==> config.mk <==
export PLATFORM = sky130hd
export DESIGN_NAME = piso_serializer
export DESIGN_NICKNAME = d
export VERILOG_FILES = /design/src/rtl/piso_serializer_pkg.sv /design/src/rtl/piso_serializer_mod_counter.sv /design/src/rtl/piso_serializer.sv
export SDC_FILE = /design/constraint.sdc
export NUM_CORES = 1
export LEC_CHECK = 0
export BUFFER_PORTS_ARGS = -buffer_cell sky130_fd_sc_hd__buf_2
export CAP_MARGIN = 10
export CORE_MARGIN = 2
export CORE_UTILIZATION = 25
export CTS_BUF_LIST = sky130_fd_sc_hd__clkbuf_8
export DETAILED_ROUTE_END_ITERATION = 6
export HOLD_SLACK_MARGIN = 0.05
export SYNTH_ARGS = -nofsm -noshare
export SYNTH_HDL_FRONTEND = slang
export SYNTH_SLANG_ARGS = --single-unit
==> constraint.sdc <==
create_clock -name clk -period 1.4 [get_ports clk]
set_input_delay 0 -clock clk [delete_from_list [all_inputs] [get_ports clk]]
set_output_delay 0 -clock clk [all_outputs]
set_load 0.005 [all_outputs]
==> src/rtl/piso_serializer_pkg.sv <==
`default_nettype none
// ============================================================================
// Module   : piso_serializer_pkg
// Purpose  : Shared state encoding and default word width for the serializer.
//            The width constant is also used by the upstream parallel
//            register stage.
// Revision : 1.0 - initial release
// ============================================================================
package piso_serializer_pkg;

  // Default word width, shared with the parallel register stage.
  localparam int DEFAULT_WIDTH = 4;

  // Serializer FSM encoding.
  typedef enum logic [0:0] {
    ST_IDLE  = 1'b0,
    ST_SHIFT = 1'b1
  } state_t;

endpackage : piso_serializer_pkg
`default_nettype wire

==> src/rtl/piso_serializer_mod_counter.sv <==
`default_nettype none
// ============================================================================
// Module   : mod_counter
// Purpose  : Modulo-MODULUS up counter with synchronous clear-to-zero,
//            count enable and a terminal-count flag (cnt == MODULUS-1).
// Revision : 1.0 - initial release
// ============================================================================
module mod_counter
  import piso_serializer_pkg::*;
#(
  parameter int MODULUS = DEFAULT_WIDTH,
  parameter int CNT_W   = $clog2(MODULUS)
) (
  input  logic             clk,
  input  logic             reset,
  input  logic             clr,
  input  logic             en,
  output logic [CNT_W-1:0] cnt,
  output logic             tc
);

  logic [CNT_W-1:0] cnt_q;
  logic [CNT_W-1:0] cnt_d;

  // Next count: clear has priority over enable; wrap after the last value.
  always_comb begin
    cnt_d = cnt_q;
    if (clr) begin
      cnt_d = '0;
    end else if (en) begin
      cnt_d = (cnt_q == CNT_W'(MODULUS - 1)) ? '0 : cnt_q + CNT_W'(1);
    end
  end

  // Count register with synchronous reset.
  always_ff @(posedge clk) begin
    if (reset) begin
      cnt_q <= '0;
    end else begin
      cnt_q <= cnt_d;
    end
  end

  assign cnt = cnt_q;
  assign tc  = (cnt_q == CNT_W'(MODULUS - 1));

endmodule : mod_counter
`default_nettype wire

==> src/rtl/piso_serializer.sv <==
`default_nettype none
// ============================================================================
// Module   : piso_serializer
// Purpose  : Parallel-in serial-out converter with valid/ready word intake,
//            registered serial bit, frame-start and done markers. Words can
//            stream back-to-back with no idle cycle between them.
// Revision : 1.0 - initial release
// ============================================================================
module piso_serializer
  import piso_serializer_pkg::*;
#(
  parameter int WIDTH     = DEFAULT_WIDTH,
  parameter int MSB_FIRST = 1
) (
  input  logic             clk,
  input  logic             reset,
  input  logic [WIDTH-1:0] parallel_in,
  input  logic             in_valid,
  output logic             in_ready,
  output logic             serial_out,
  output logic             serial_valid,
  output logic             frame_start,
  output logic             done
);

  localparam int CNT_W = $clog2(WIDTH);

  state_t           state_q, state_d;
  // The shift register is cleared whenever no word is in flight, so its
  // outgoing end doubles as the registered serial output (0 when idle).
  logic [WIDTH-1:0] sreg_q, sreg_d;
  logic             serial_valid_q, serial_valid_d;
  logic             frame_start_q, frame_start_d;
  logic             done_q, done_d;

  logic [CNT_W-1:0] cnt;
  logic             cnt_tc;
  logic             cnt_clr;
  logic             cnt_en;
  logic             accept;
  logic             in_shift;
  logic             out_bit;
  logic [WIDTH-1:0] sreg_shifted;

  // Bit order selection: which end leaves first and which way the word moves.
  generate
    if (MSB_FIRST != 0) begin : g_msb_first
      assign out_bit      = sreg_q[WIDTH-1];
      assign sreg_shifted = {sreg_q[WIDTH-2:0], 1'b0};
    end else begin : g_lsb_first
      assign out_bit      = sreg_q[0];
      assign sreg_shifted = {1'b0, sreg_q[WIDTH-1:1]};
    end
  endgenerate

  assign in_shift = (state_q == ST_SHIFT);
  assign in_ready = !reset && ((state_q == ST_IDLE) || (in_shift && cnt_tc));
  assign accept   = in_valid && in_ready;

  // Counter tracks the index of the bit currently presented; it restarts on
  // every load and whenever the last bit of a word has been presented.
  assign cnt_clr = accept || (in_shift && cnt_tc);
  assign cnt_en  = in_shift && !cnt_tc;

  mod_counter #(
    .MODULUS (WIDTH),
    .CNT_W   (CNT_W)
  ) u_bit_cnt (
    .clk   (clk),
    .reset (reset),
    .clr   (cnt_clr),
    .en    (cnt_en),
    .cnt   (cnt),
    .tc    (cnt_tc)
  );

  // Next-state and next-output logic: load on accept, shift while mid-word,
  // fall back to idle with cleared outputs after the last bit.
  always_comb begin
    state_d        = state_q;
    sreg_d         = sreg_q;
    serial_valid_d = serial_valid_q;
    frame_start_d  = 1'b0;
    done_d         = 1'b0;
    if (accept) begin
      state_d        = ST_SHIFT;
      sreg_d         = parallel_in;
      serial_valid_d = 1'b1;
      frame_start_d  = 1'b1;
    end else if (in_shift) begin
      if (cnt_tc) begin
        state_d        = ST_IDLE;
        sreg_d         = '0;
        serial_valid_d = 1'b0;
      end else begin
        sreg_d         = sreg_shifted;
        serial_valid_d = 1'b1;
        done_d         = (cnt == CNT_W'(WIDTH - 2));
      end
    end
  end

  // State and output registers with synchronous reset; reset aborts a word.
  always_ff @(posedge clk) begin
    if (reset) begin
      state_q        <= ST_IDLE;
      sreg_q         <= '0;
      serial_valid_q <= 1'b0;
      frame_start_q  <= 1'b0;
      done_q         <= 1'b0;
    end else begin
      state_q        <= state_d;
      sreg_q         <= sreg_d;
      serial_valid_q <= serial_valid_d;
      frame_start_q  <= frame_start_d;
      done_q         <= done_d;
    end
  end

  assign serial_out   = out_bit;
  assign serial_valid = serial_valid_q;
  assign frame_start  = frame_start_q;
  assign done         = done_q;

endmodule : piso_serializer
`default_nettype wire

After elaboration in Yosys (flattened, before gate mapping)
Cells that the tools add are included.

word-level totals
  input bits = 7
  output and inout bits = 5
  word-level logic and storage cells = 31
  bits in registers = 10

cells by class
  mux-type cells = 10
  bitwise logic cells = 1
  $add $sub $neg = 1
  reduce and logical (&&, ||, !) cells = 11
  equality and inequality tests = 2

operator list
  operator                                                       number
  4-bit two-way mux                                              3
  1-bit two-way mux                                              6
  2-bit == test, second input constant                           2
  1-bit logical AND                                              4
  4-bit OR reduction                                             1
  2-bit by 1-bit adder with 2-bit output, second input constant  1
  1-bit logical NOT                                              2
  1-bit logical OR                                               2
  2-bit two-way mux                                              1
  2-bit nonzero test                                             1
  2-bit OR reduction                                             1
  1-bit NOT                                                      1

Depth between registers and ports, before layout
  depth after elaboration = 7
  depth in mapped cells = 4
  mapped depth without buffers = 4

Modules after synthesis
A second synthesis with hierarchy kept.

second synthesis, totals
  cells, all modules = 43
  area, all modules = 435.4 um^2

by module, submodules not included
  module           times used  sequential area each (um^2)  area each (um^2)  cells each
  piso_serializer  1           160.2                        340.3             35
  mod_counter      1           40.0                         95.1              8

Least setup slack after synthesis
Ideal clock, no wire load.

  path type = flip-flop to flip-flop
  start = register u_bit_cnt.cnt_q[0] (netlist: u_bit_cnt.cnt[0])
  end = register sreg_q[1]
  data required time = 1.278 ns
  data arrival time = 1.144 ns
  path buffers = 0
  setup slack = 0.134 ns
  cell stages (with the launch flop) = 5
  cell sequence = dfxtp_1 ha_1 and2b_4 nor3b_2 a221o_1

on the way
  word-level cells in the longest chain between the ends = 6
  elaborated cells on any way between the ends = 9
  classes of those cells = eq/ne (1); mux (3); reduce/logical (5)

RTL lines
  item                                                            RTL line                           text
  start: declaration                                              piso_serializer_mod_counter.sv:22  logic [CNT_W-1:0] cnt_q;
  start signal: assignment                                        piso_serializer_mod_counter.sv:40  cnt_q <= cnt_d;
  2-bit == test *                                                 piso_serializer_mod_counter.sv:45  assign tc = (cnt_q == CNT_W'(MODULUS - 1));
  1-bit logical AND                                               piso_serializer.sv:57              assign in_ready = !reset && ((state_q == ST_IDLE) || (in_shift && cnt_tc));
  1-bit logical OR                                                piso_serializer.sv:57
  1-bit logical AND                                               piso_serializer.sv:57
  1-bit logical AND                                               piso_serializer.sv:58              assign accept = in_valid && in_ready;
  4-bit two-way mux / 2-bit nonzero test (equally long branches)  -
  end signal: assignment                                          piso_serializer.sv:113             sreg_q <= sreg_d;
  end: declaration                                                piso_serializer.sv:31              logic [WIDTH-1:0] sreg_q, sreg_d;

Mark *: on every way between the ends. The rest lies on a longest branch, timed or not. The select of a mux whose other input is x is not followed.
A chain may end at the register's enable or synchronous reset.

Worst setup path after layout
  start = register u_bit_cnt.cnt_q[0] (netlist: u_bit_cnt.cnt[0])
  end = register sreg_q[2]

The elaborated chain is that of the path after synthesis.

==> run_results.csv <==
group,metric,value,unit
run_status,status,"finished, final reports clean",
synth,ys_types,15,
sta,min_period,1330,ps
global_route,antenna_found_initial,0,
worst_setup_path,cp_max_fo,5,
worst_hold_path,hold_path.startpoint,"parallel_in[0]",
detailed_routing,wire_per_inst,10.5,um
power,p_leak,0.000256,uW
worst_setup_path,worstSetupPathType,"flip-flop to flip-flop",
layout,antenna_cells,0,
global_route,overflow,0,
worst_setup_path,critPathArrivalTime,1450,ps
floorplanning,core,1510,um2
placed_design,gp_congestion,0.748,
detailed_routing,viasPerCell,4.77,
global_route,grt_pass1_wl,1230,um
layout,design_area,566,um2
worst_setup_path,r2r-start,"u_bit_cnt.cnt[0]$_SDFFE_PP0P_",
sta,rsz0062_at_grt,"false",
synth,avgSynthCellArea,10.0,um2
clock_network,clk_path_buf_depth,2,
worst_setup_path,crit_required,1520,ps
worst_setup_path,cp-startpoint,"u_bit_cnt.cnt[0]$_SDFFE_PP0P_",
placed_design,dp_cells,66,
synth,ys_ff_latch,10,
worst_hold_path,min_path_type,"primary input to flip-flop",
clock_network,clock_sinks,10,
clock_network,cts_htree_levels,1,
synth,netlist_instances,40,
layout,layout_common_cells,"buf_2, dfxtp_1, nor2_1",
worst_setup_path,cp-end-kind,"flip-flop",
synth,syn-num-nets,49,
layout,num-nets-final,68,
floorplanning,ios,12,
sta,slew_headroom,81.4,%
sta,finalMaxSlewViolations,0,
floorplanning,fp.dieW,44.0,um
detailed_routing,vias,353,
sta,worst-slew-pin-transition,278,ps
sta,hold_viol_final,0,
layout,fin_util,37.5,%
clock_network,cts_setup_buffers,0,
sta,setup_viol,0,
sta,setup_tns,0,ps
clock_network,cts_tree,"yes",
power,power_density,1300,nW/um2
layout,area_growth,41.2,%
layout,layout_commonest_cell,"buf_2",
power,ir_worst_vdd,0.000711,V
sta,max_freq,0.754,GHz
synth,yosysSeqAreaShare,50.0,%
floorplanning,dieHeight,44.0,um
synth,netlist_area,400,um2
global_route,grt_usage,9.81,%
global_route,grt_pass1_vias,312,
placed_design,dp.final_hpwl,551,um
detailed_routing,postRouteAntennaNets,0,
clock_network,cts_buffers,3,
sta,skew,6.45,ps
worst_setup_path,critPathLaunchType,"flip-flop",
detailed_routing,drt_iter0_drc,4,
clock_network,clk-insertion-delay-late,240,ps
clock_network,ctsHoldBuffers,4,
detailed_routing,post-route-drc-count,0,
layout,drive_gt1_share,29.3,%
floorplanning,start_util,26.6,%
floorplanning,num_rows,14,
placed_design,io_buffer_count,11,
clock_network,cts_root_buf,"clkbuf_8",
synth,yosysWarnings,0,
layout,stdcell_count,74,
floorplanning,die_area,1940,um2
worst_setup_path,r2r_cells,4,
placed_design,dpl_cell_area,470,um2
detailed_routing,first_pass_iters,4,
worst_hold_path,min_path_cells,3,
sta,post-route-period-util,94.7,%
clock_network,cts_resized,0,
layout,num-fill-cells,166,
run,drv_cap,0,
clock_network,clk_pin_slew,50,ps
detailed_routing,wl,777,um
global_route,grt_max_degree,10,
-- registers in the layout (all words and copies together), names as in the netlist --
| register | cells |
|---|---|
| frame_start | 1 |
| u_bit_cnt.cnt | 2 |
| serial_valid | 1 |
| done | 1 |
| in_shift | 1 |
| sreg_q | 4 |
-- worst max-delay path, cell delays in order (launching register included) --
cell and delay [ps]:
dfxtp_1 330, ha_1 210, and2b_4 280, nor3b_2 70, a221o_1 340
-- path summary, 6_finish.rpt --
check / to / slack (ps)
min: sreg_q[0]$_SDFFE_PP0P_ / 60
max: sreg_q[2]$_SDFFE_PP0P_ / 70
max reg2reg: sreg_q[2]$_SDFFE_PP0P_ / 70
min reg2reg: sreg_q[2]$_SDFFE_PP0P_ / 470
-- stage by stage --
stage / setup slack [ps] / total power (uW) / hold slack [ps]
finish: 73.5 / 738 / 62.8
global route: 27.4 / 784 / 85.2
CTS: 66.2 / 752 / 61.7
detailed placement: 68.2 / 380 / 232
global placement: 101 / 379 / 230
floorplan: 134 / 355 / 121
-- final cells by class --
type | instances | area [um2] | area share (%)
Timing Repair Buffer | 15 | 95.1 | 16.8
Multi-Input combinational cell | 27 | 188 | 33.2
Tap cell | 16 | 20.0 | 3.54
Sequential cell | 10 | 200 | 35.4
Inverter | 2 | 7.51 | 1.33
Clock buffer | 4 | 55.1 | 9.73
-- synthesized netlist by cell type (all sizes together) --
cell	n	area share, %
a32oi	1	2.2
ha	2	6.2
nor2	9	8.4
nor2b	1	1.6
o32a	1	2.5
a221o	3	7.5
nor3b	1	3.1
nor3	2	2.5
dfxtp	10	50
mux2i	1	2.5
and2b	1	2.5
buf	1	1.2
inv	2	1.9
and2	4	6.2
nand2b	1	1.6
-- routing by layer --
layer,wire (um),track usage [%]
met1,350,9.07
met2,328,13.8
met3,62,6.12
met4,36,10.9
met5,0,0
-- power breakdown --
group | leakage [uW] | internal, uW | switching [uW]
clock | 0.0000288 | 247 | 109
sequential | 0.0000823 | 302 | 10.5
combinational | 0.000145 | 39.2 | 31.0
total | 0.000256 | 588 | 150
-- logic make-up after synthesis --
group / Yosys count / synth area share [%]
fa+ha+maj: 2 / 6.25
flops: 10 / 50.0
simple gates: 19 / 25.9
buf+inv: 3 / 3.12
mux: 1 / 2.50
compound gates: 5 / 12.2
Power figures use the tool's default switching activity.
